===== src/rtl/instruction_loader.sv =====
// rtl/instruction_loader.sv - packs a byte stream MSB-first into 32-bit words and writes them to instruction memory
module instruction_loader #(
    parameter int unsigned NUM_INSTRUCTIONS = 3,
    parameter logic [31:0] BASE_ADDR        = 32'h0000_0000
) (
    input  logic        clk,
    input  logic        reset,
    input  logic        start,
    input  logic        in_valid,
    input  logic [7:0]  in_data,
    output logic        in_ready,
    output logic        mem_we,
    output logic [31:0] mem_addr,
    output logic [31:0] mem_wdata,
    input  logic        mem_ready,
    output logic        busy,
    output logic        done,
    output logic [15:0] word_count
);

    typedef enum logic [1:0] {
        IDLE  = 2'd0,
        RECV  = 2'd1,
        WRITE = 2'd2,
        DONE  = 2'd3
    } stateType;

    localparam logic [15:0] LAST_WORD = 16'(NUM_INSTRUCTIONS - 1);

    stateType    state;
    logic [1:0]  byteCnt;
    logic [23:0] partialWord;

    // mem_addr doubles as the running write address so it is already valid when WRITE is entered
    always_ff @(posedge clk or posedge reset) begin
        if (reset) begin
            state       <= IDLE;
            byteCnt     <= 2'd0;
            partialWord <= 24'd0;
            in_ready    <= 1'b0;
            mem_we      <= 1'b0;
            mem_addr    <= 32'd0;
            mem_wdata   <= 32'd0;
            busy        <= 1'b0;
            done        <= 1'b0;
            word_count  <= 16'd0;
        end else begin
            case (state)
                IDLE, DONE: begin
                    if (start) begin
                        state       <= RECV;
                        byteCnt     <= 2'd0;
                        partialWord <= 24'd0;
                        word_count  <= 16'd0;
                        mem_addr    <= BASE_ADDR;
                        in_ready    <= 1'b1;
                        busy        <= 1'b1;
                        done        <= 1'b0;
                    end
                end

                RECV: begin
                    if (in_valid && in_ready) begin
                        partialWord <= {partialWord[15:0], in_data};
                        if (byteCnt == 2'd3) begin
                            byteCnt   <= 2'd0;
                            state     <= WRITE;
                            in_ready  <= 1'b0;
                            mem_we    <= 1'b1;
                            mem_wdata <= {partialWord, in_data};
                        end else begin
                            byteCnt <= byteCnt + 2'd1;
                        end
                    end
                end

                WRITE: begin
                    // address, data and strobe stay frozen until the memory takes the word
                    if (mem_ready) begin
                        mem_we     <= 1'b0;
                        word_count <= word_count + 16'd1;
                        mem_addr   <= mem_addr + 32'd4;
                        if (word_count == LAST_WORD) begin
                            state <= DONE;
                            busy  <= 1'b0;
                            done  <= 1'b1;
                        end else begin
                            state    <= RECV;
                            in_ready <= 1'b1;
                        end
                    end
                end

                default: state <= IDLE;
            endcase
        end
    end

endmodule


===== config.mk =====
export PLATFORM = sky130hd
export DESIGN_NAME = instruction_loader
export DESIGN_NICKNAME = d
export VERILOG_FILES = /design/src/rtl/instruction_loader.sv
export SDC_FILE = /design/constraint.sdc
export NUM_CORES = 1
export LEC_CHECK = 0
export CAP_MARGIN = 20
export CORE_MARGIN = 2
export CORE_UTILIZATION = 25
export DETAILED_ROUTE_END_ITERATION = 16
export PLACE_DENSITY = 0.42
export SLEW_MARGIN = 20
export SYNTH_ARGS = -nofsm -noshare
export SYNTH_HDL_FRONTEND = slang
export SYNTH_SLANG_ARGS = --single-unit

===== constraint.sdc =====
create_clock -name clk -period 3.9 [get_ports clk]
set_clock_uncertainty 0.15 [all_clocks]
set_input_delay 0.39 -clock clk [delete_from_list [all_inputs] [get_ports clk]]
set_output_delay 0.39 -clock clk [all_outputs]
set_load 0.01 [all_outputs]

== Word-level counts from Yosys, hierarchy flattened ==
Index checks and enable logic that the tools add are counted.
Widths: inputs -> output; s select.

* Flip-flop bits (word level): 112
* Latch bits: 0
* Memory bits (writable): 0
* Memory bits (read-only): 0
* Input bits: 13
* Output and inout port bits: 84
* Logic and storage cells: 73
* Memories kept: 0

* $add $sub $neg: 3
* Multiply operators: 0
* Divide/modulo/power cells: 0
* $lt $le $gt $ge: 0
* Equal/unequal tests: 11
* Shift operators: 0
* Mux-type cells: 36
* Bitwise logic cells: 0
* Reduce and logical (&&, ||, !) cells: 13

{| class="wikitable"
|+ Operators with widths
! operator !! count
|-
| $mux 32 || 2
|-
| $pmux 32 s2 || 1
|-
| $mux 24 || 2
|-
| $pmux 24 s2 || 1
|-
| $add 32x3->32 const B || 1
|-
| $mux 16 || 2
|-
| $pmux 16 s2 || 1
|-
| $add 16x1->16 const B || 1
|-
| $eq 16x2->1 const B || 1
|-
| $mux 2 || 8
|-
| $mux 1 || 13
|-
| $ne 2x2->1 const B || 6
|-
| $reduce_and 4->1 || 3
|-
| $reduce_and 3->1 || 3
|-
| $eq 2x2->1 const B || 3
|-
| $pmux 1 s2 || 3
|-
| $pmux 2 s3 || 1
|-
| $reduce_bool 2->1 || 3
|-
| $reduce_and 5->1 || 1
|-
| $pmux 2 s2 || 1
|-
| $pmux 1 s3 || 1
|-
| $add 2x1->2 const B || 1
|-
| $eq 2x1->1 const B || 1
|-
| $logic_not 2->1 || 1
|-
| other kinds (2) || 2
|}

== Depth between registers and ports, before layout ==
* Word-level depth: 4
* Depth in mapped cells: 11
* Gate-level depth less buffers: 6

== Least setup slack after synthesis ==
Ideal clock, no wire load.

* Kind: flip-flop to flip-flop
* Start point: reg state[0]
* End point: reg mem_addr[14]
* Library setup time: 78 ps
* Data arrival time: 2279 ps
* Required time: 3672 ps
* Slack: 1394 ps
* Stages on the path, launching flop included: 11
* Path buffers: 4
* Clock period less this slack: 2506 ps
* Cell sequence: dfrtp_1 inv_1 ha_1 buf_6 nor2b_4 buf_6 or3_1 buf_2 buf_6 or4_1 a21oi_1

* Cells in the longest elaborated chain, start to end: 4
* Elaborated cells on any way between the ends: 9
* Those cells by class: eq/ne (4); mux (1); reduce/logical (4)

{| class="wikitable"
|+ Ends and longest elaborated chain
! what !! line !! text
|-
| start, declared || 30 || <nowiki>stateType state;</nowiki>
|-
| start signal, assigned || 37 || <nowiki>state <= IDLE;</nowiki>
|-
| start signal, assigned || 51 || <nowiki>state <= RECV;</nowiki>
|-
| start signal, assigned || 67 || <nowiki>state <= WRITE;</nowiki>
|-
| $eq 2x2->1 or $logic_not 2->1 (tied branches) || 48 || <nowiki>case (state)</nowiki>
|-
| $reduce_or 2->1 || 48 ||
|-
| $ne 2x2->1 (no line) or $reduce_bool 2->1 (tied branches) || n/a ||
|-
| $reduce_and 3->1 (no line) || n/a ||
|-
| end signal, assigned || 82 || <nowiki>mem_addr <= mem_addr + 32'd4;</nowiki>
|-
| end, declared || 13 || <nowiki>output logic [31:0] mem_addr,</nowiki>
|}

Parallel ways exist; a longest one is shown, timed or not.
A chain may end at the register's enable or synchronous reset.

== Worst setup path after layout ==
* Start point: reg state[0]
* End point: reg mem_addr[22]

The elaborated chain is that of the path after synthesis.

==> impl_metrics.yaml <==
critical_path:
  rrSetupSlack_ns: 1.28
  rr_worst_depth: 7
  cp.arrival_ns: 2.75
  path_class: "flop to flop"
  rr_startpoint: "state[0]"
  crit_path_end_kind: "flop"
  startpoint_type: "flop"
  worstSetupStartpoint: "state[0]"
  endpoint: "mem_addr[22]"
  r2r-end: "mem_addr[22]"
  crit_required_ns: 4.03
  path_max_fanout: 33
clocking:
  clk_pin_slew_ns: 0.08
  cts_setup_buffers: 0
  cts-root-buf: "clkbuf_16"
  clock_sinks: 110
  cts_buffer_depth: 2
  ctsResizeCount: 0
  htree_levels: 3
  cts_buffers: 9
  clk_latency_ns: 0.35
  cts_tree: "yes"
  cts_hold_buffers: 0
synth:
  yosysTopAreaCellShare_pct: 51.6
  syn_inst: 530
  synth.distinct_cells: 44
  yosys_register_bits: 110
  async_flop_share_pct: 100
  synth_most_common_cell: "dfrtp_1"
  synthFlopType: "dfrtp_1"
  synth_edf_count: 0
  yosysWarnings: 0
  ys_seq_area_share_pct: 51.6
  netlist_area_sq_mm: 0.00534
  synth_top_cell_by_area: "dfrtp_1"
  synth_area_leaders: "dfrtp_1, mux2_2, nand2_1"
  netlist_top_cells_count: "dfrtp_1, nand2_1, o21ai_0"
  synth_area_per_cell_sq_um: 10.1
global_route:
  top_usage_layer: "met2"
  grt_first_pass_wirelength_um: 22700
  grt-ovfl-total: 0
  grt_max_degree: 61
  grt_util_met3_pct: 4.12
  use_met1_pct: 16.4
  grt_usage_pct: 12.7
  grt_antenna_before_repair: 0
  grt_pass1_vias: 4201
  grt.met2_usage_pct: 20.6
drt:
  wl_per_cell_um: 15.8
  first_pass_iters: 4
  drc_errors: 0
  wl_um: 14000
  vias: 4299
  ant_nets: 0
  vias_per_cell: 4.84
  drt_iter0_drc: 204
timing:
  slew_violations: 0
  final-setup-viol-count: 0
  finalHoldViolCount: 0
  rsz0062_at_grt: "false"
  setup_ws_ns: 1.28
  finalSetupTns_ns: 0
  worst_pin_slew_ns: 0.929
  finalCriticalPeriod_ns: 2.62
  finalCritPeriodShare_pct: 67.1
  max_freq_ghz: 0.382
  slew_headroom_pct: 37.9
worst_hold_path:
  min_path_cells: 2
  hp-class: "flop to flop"
outcome:
  status: "complete, no violations"
place:
  dp_slack_ns: 1.10
  dpl.hpwl_um: 9360
  place.gp.congestion: 0.754
  post_dp_cell_area_sq_mm: 0.00654
  port_buffers: 94
run:
  drv_cap: 0
layout:
  insertedDiodeCount: 0
  area_growth_syn_to_layout_pct: 28.9
  stdcell_area_sq_mm: 0.00688
  layout-drive-gt1-share_pct: 10.3
  fin_nets: 628
floorplan:
  pin_count: 97
  rows: 53
  initial_core_util_pct: 25.4
  die_w_um: 150
  die_area_sq_mm: 0.0225
  core_sq_mm: 0.0210
  die_h_um: 150
power_and_ir_drop:
  cellPowerDensity_mw_per_mm2: 547
  ir_worst_vdd_mv: 0.243
  p_leak_uw: 0.00289
[per-stage QoR]
stage	total power (uW)	hold slack [ns]	cells	utilization, %
floorplan	2310	0.296	531	-
global placement	2740	0.307	871	31.1
detailed placement	2760	0.323	871	31.1
CTS	3780	0.343	887	32.6
global route	4020	0.372	888	32.7
finish	3770	0.339	888	32.7
[worst min-delay path by stage]
| stage | start | to | slack (ns) |
|---|---|---|---|
| after global placement | partialWord[16] | partialWord[16] | 0.31 |
| after detailed placement | partialWord[19] | partialWord[19] | 0.32 |
| after CTS | partialWord[19] | partialWord[19] | 0.34 |
| final | partialWord[21] | partialWord[21] | 0.34 |
| after global routing | mem_wdata[7] | mem_wdata[7] | 0.37 |
| after floorplan | partialWord[16] | partialWord[16] | 0.30 |
[sequential cells by signal, summed over array words and instances, names as in the netlist]
signal / cells
busy: 1
byteCnt: 2
done: 1
in_ready: 1
mem_addr: 30
mem_wdata: 32
mem_we: 1
partialWord: 24
state: 2
word_count: 16
[metal layers]
| layer | part of all wire, % | wire (um) |
|---|---|---|
| met1 | 45 | 6320 |
| met2 | 47 | 6560 |
| met3 | 7.1 | 997 |
| met4 | 1.1 | 158 |
| met5 | 0 | 0 |
[area by class of cell]
type | count | area (sq um)
inverter | 12 | 47.5
fill | 2143 | 14100
clock buffer | 9 | 225
sequential | 110 | 2750
clock inverter | 7 | 86.3
multi-input combinational | 372 | 2380
tap | 275 | 344
timing repair buffer | 103 | 1040
[worst max-delay path, stage by stage (launching register included)]
cell,delay (ns)
dfrtp_1,0.40
inv_1,0.06
ha_1,0.41
nor2b_4,0.20
or3_1,0.38
buf_4,0.26
or4_1,0.53
a21oi_1,0.15
[cells by family (layout without fill, tap and decap cells)]
group / count (synthesis) / count (layout) / share of synthesized area, %
buffers and inverters: 49 / 131 / 4.05
other: 1 / 2 / 0.0703
adders and majority gates: 7 / 7 / 1.64
xor gates and xnor gates: 1 / 1 / 0.164
and+or+nand+nor: 214 / 214 / 20.8
AOI/OAI and AO/OA: 95 / 95 / 11.0
DFF: 110 / 110 / 51.6
muxes: 53 / 53 / 10.7
[report_power, final]
group | leakage, uW | internal [uW] | switching, uW
registers | 0.00151 | 1340 | 151
clock network | 0.000156 | 516 | 478
logic | 0.00122 | 501 | 784
total | 0.00289 | 2350 | 1410
[cells in the final DEF, fill, tap and decap left out, types with 9 or more instances in the layout]
| cell | instances |
|---|---|
| a21oi_1 | 13 |
| nand2b_1 | 24 |
| nor4_1 | 19 |
| nand3_1 | 21 |
| clkbuf_16 | 9 |
| mux2i_1 | 20 |
| clkdlybuf4s50_1 | 94 |
| dfrtp_1 | 110 |
| mux2_2 | 33 |
| o21ai_0 | 44 |
| inv_1 | 11 |
| nand4_1 | 9 |
| nand2_1 | 92 |
| o31ai_1 | 10 |
No activity file was read; power rests on OpenSTA's default activity.
